[config.mk]
export PLATFORM = sky130hd
export DESIGN_NAME = cnt_dut
export DESIGN_NICKNAME = d
export VERILOG_FILES = /design/src/rtl/cnt_dut.sv
export SDC_FILE = /design/constraint.sdc
export NUM_CORES = 1
export LEC_CHECK = 0
export ABC_AREA = 1
export CAP_MARGIN = 0
export CORE_MARGIN = 2
export CORE_UTILIZATION = 53
export CTS_CLUSTER_DIAMETER = 40
export DETAILED_ROUTE_END_ITERATION = 16
export PLACE_DENSITY = 0.91
export SLEW_MARGIN = 30
export SYNTH_ARGS = -nofsm -noshare
export SYNTH_HDL_FRONTEND = slang
export SYNTH_SLANG_ARGS = --single-unit
[constraint.sdc]
create_clock -name clk -period 2.3 [get_ports clk]
set_input_delay 0.345 -clock clk [delete_from_list [all_inputs] [get_ports clk]]
set_output_delay 0.345 -clock clk [all_outputs]
set_load 0.02 [all_outputs]
[src/rtl/cnt_dut.sv]
// cnt_dut: handshaked sequence generator.
// It accepts a count N on the input channel. It then emits 0, 1, ..., N-1 on
// the output channel, one value per transfer, and after that it accepts the
// next count.
//   clk  - single clock; all state updates on the rising edge
//   rst  - asynchronous, active-low reset
//   irdy - input valid; iint holds a count N
//   iack - input accept; only asserted in IDLE, equal to irdy there
//   iint - count N, sampled on an input transfer
//   ordy - output valid (registered); oint holds a sequence value
//   oack - output accept from the consumer
//   oint - current sequence value (registered counter)
module cnt_dut #(
    parameter int unsigned WIDTH = 11
) (
    input  logic             clk,
    input  logic             rst,
    input  logic             irdy,
    output logic             iack,
    input  logic [WIDTH-1:0] iint,
    output logic             ordy,
    input  logic             oack,
    output logic [WIDTH-1:0] oint
);

    typedef enum logic {
        S_IDLE,
        S_RUN
    } state_t;

    state_t           state_q, state_d;
    logic             ordy_q,  ordy_d;
    logic [WIDTH-1:0] cnt_q,   cnt_d;
    logic [WIDTH-1:0] limit_q, limit_d;

    logic in_xfer;
    logic out_xfer;
    logic at_last;

    // ------------------------------------------------------------------
    // Handshake logic
    // ------------------------------------------------------------------
    // iack is gated with rst so that it stays low during reset, even if the
    // source already holds irdy high.
    assign iack     = rst && (state_q == S_IDLE) && irdy;
    assign in_xfer  = iack;
    assign out_xfer = ordy_q && oack;
    // In RUN, limit_q is at least 1, so limit_q-1 cannot underflow.
    assign at_last  = (cnt_q == limit_q - WIDTH'(1));

    assign ordy = ordy_q;
    assign oint = cnt_q;

    // ------------------------------------------------------------------
    // Control FSM
    // ------------------------------------------------------------------
    always_comb begin
        state_d = state_q;
        ordy_d  = ordy_q;
        case (state_q)
            S_IDLE: begin
                // A zero count is consumed without leaving IDLE.
                if (in_xfer && (iint != '0)) begin
                    state_d = S_RUN;
                    ordy_d  = 1'b1;
                end
            end
            S_RUN: begin
                if (out_xfer && at_last) begin
                    state_d = S_IDLE;
                    ordy_d  = 1'b0;
                end
            end
        endcase
    end

    // ------------------------------------------------------------------
    // Counter datapath
    // ------------------------------------------------------------------
    always_comb begin
        cnt_d   = cnt_q;
        limit_d = limit_q;
        if (in_xfer) begin
            limit_d = iint;
            cnt_d   = '0;
        end else if (out_xfer && !at_last) begin
            cnt_d = cnt_q + WIDTH'(1);
        end
    end

    // ------------------------------------------------------------------
    // State registers
    // ------------------------------------------------------------------
    always_ff @(posedge clk or negedge rst) begin
        if (!rst) begin
            state_q <= S_IDLE;
            ordy_q  <= 1'b0;
            cnt_q   <= '0;
            limit_q <= '0;
        end else begin
            state_q <= state_d;
            ordy_q  <= ordy_d;
            cnt_q   <= cnt_d;
            limit_q <= limit_d;
        end
    end

endmodule

==> reports/metrics.csv <==
metric,value,unit
ir_drop,0.6232,mV
cts-root-buf,clkbuf_4,
start_util,55.49,%
crit_fanout,8,
finalSetupTns,0,ps
min_period,2005,ps
p_per_area,1043,nW/µm²
critPathLaunchType,register,
synth.largest_area_cell,dfrtp_1,
synth_cell_types,23,
clk_pin_slew_worst_paths,130,ps
htree_levels,1,
coreArea,3053,µm²
finalWirelength,3724,µm
synth.area.top_cells,"dfrtp_1 35%, nand2_1 18%, nand3_1 7.4%, inv_1 7.3%, nor2_1 4.4%",
syn2layout_area_growth,21.05,%
multi_input_area,927.1,µm²
grt_setup_unrepaired,no,
grt_pass1_wl,6341,µm
maxSlewHeadroom,76.24,%
ys_seq_elements,24,
gp_congestion,0.8859,
fmax,0.4988,GHz
drc,0,
skew,2.320,ps
placement.io_buffers,27,
leakage,1.037,nW
drive_above_1_share,8.897,%
viasPerCell,5.052,
track_usage,23.12,%
crit_type,register to register,
yosys.area.top_type_share,35.45,%
syn_nets,270,
antenna_found_initial,0,
netlist_instances,253,
final_max_slew_viol_count,0,
status,"complete, no violations",
drtPass1Iterations,4,
io_pins,28,
dieArea,3664,µm²
finalCritPeriodShare,87.17,%
clock_sinks,24,
post_drt_wl_per_cell,11.46,µm
hold_path.class,input port to asynchronous set/reset pin,
setup_viol,0,
cts_tree,done,
die_h,60.54,µm
insertedDiodeCount,0,
worst_r2r_path_depth,13,
layout_common_cells,"80 x nand2_1, 33 x inv_1, 27 x clkdlybuf4s50_1",
clockBufferDepth,2,
final-hold-violation-count,0,
cts_buffers,3,
drv_cap,0,
worst_pin_slew,353.6,ps
overflow,0,
final_common_cell,nand2_1,
vias,1642,
regArea,600.6,µm²
dp_hpwl,2830,µm
die_w,60.54,µm
synthesis.area,1694,µm²
yosysWarnings,0,
rows,20,
insertion_delay,320,ps
cp-end-kind,register,
fin_hold_ws,442.3,ps
grt_pass1_vias,1482,
worst_ep_required_time,2530,ps
syn-mean-instance-area,6.696,µm²
drt.antenna.violating_nets,0,
drtIter0Drc,48,
arrival,2230,ps
seq_area_frac_synth,35.45,%
grt_max_degree,32,
fill_cells,276,
nets,299,
==> routing by layer <==
layer	vias up	routed length (µm)	global-route usage (%)
li1	842	-	-
met5	-	0	0
met4	0	61	8.696
met2	48	1748	38.82
met3	5	199	2.345
met1	747	1715	31.05
==> repair_timing <==
action,4_1_cts,5_1_grt
buffers inserted,0,0
resized for setup,0,1
hold buffers,0,0
hold endpoints to repair,0,0
endpoints found under the setup margin,0,1
==> Yosys cell counts <==
| library cell | n |
|---|---|
| nand2_1 | 80 |
| inv_1 | 33 |
| nand3_1 | 25 |
| dfrtp_1 | 24 |
| nor2_1 | 20 |
| o21ai_0 | 13 |
| nor2_2 | 8 |
| xor2_1 | 8 |
| nor3_1 | 7 |
| xnor2_1 | 7 |
| nand4_1 | 5 |
| a21oi_1 | 4 |
| clkbuf_1 | 3 |
| nand2_2 | 3 |
| buf_2 | 2 |
| ha_1 | 2 |
| inv_2 | 2 |
| nor2_4 | 2 |
| buf_6 | 1 |
| clkbuf_2 | 1 |
| nand3_2 | 1 |
| nand3b_1 | 1 |
| o21bai_1 | 1 |
==> cell families (layout without fill, tap and decap cells) <==
family,Yosys count,in the layout,synth area share [%]
XOR/XNOR,15,15,7.755
buffers and inverters,42,70,9.970
AND/OR/NAND/NOR,152,152,39.88
flip-flops,24,24,35.45
adder cells (fa/ha/maj),2,2,1.477
AO/OA/AOI/OAI,18,18,5.465
==> worst max-delay path, cell delays in order, from the launching register on <==
cell and delay (ps):
dfrtp_1 430, inv_1 110, ha_2 240, nand2_2 100
nor2_2 120, nand2_1 60, nand2_1 60, nand2_1 70
nor2_2 140, nand3_2 110, nand2_2 170, nand2_2 160
nand2_1 110, nand2_1 50
==> power by group <==
| part | internal (W) | switching [W] | total (W) | leakage [nW] |
|---|---|---|---|---|
| Clock | 0.0000969 | 0.000128 | 0.000225 | 0.0210 |
| Sequential | 0.000559 | 0.000200 | 0.000760 | 0.306 |
| Combinational | 0.000478 | 0.000677 | 0.00115 | 0.710 |
==> flip-flops by register name, summed over array words and instances, names as in the netlist <==
register	count
limit_q	11
oint	11
state_q	1
ordy	1
==> final cells by class <==
cell class	count	area share, %
Clock buffer	4	1.769
Multi-Input combinational cell	187	45.21
Timing Repair Buffer	31	14.64
Sequential cell	24	29.29
Inverter	35	6.406
Tap cell	44	2.685
==> stage by stage <==
step / util, % / power, W / setup WS, ps / std cells / instance area (µm²)
finish: 67.17 / 0.002140 / 295.2 / 325 / 2051
global route: 67.17 / 0.002352 / 52.42 / 325 / 2051
global placement: 65.90 / 0.001868 / 305.6 / 321 / 2012
detailed placement: 65.90 / 0.001907 / 300.9 / 321 / 2012
CTS: 67.09 / 0.002135 / 260.9 / 325 / 2048
floorplan: - / 0.001602 / 614.9 / 253 / 1694
==> path summary, 6_finish.rpt <==
path / end / slack (ps) / start
max: oint[8] / 300 / limit_q[0]
min: limit_q[7] / 440 / rst
max reg2reg: oint[8] / 300 / limit_q[0]
min reg2reg: ordy / 500 / state_q
max in group asynchronous: limit_q[3] / 1620 / rst
min in group clk: ordy / 500 / state_q
(Power assumes the default switching activity.)
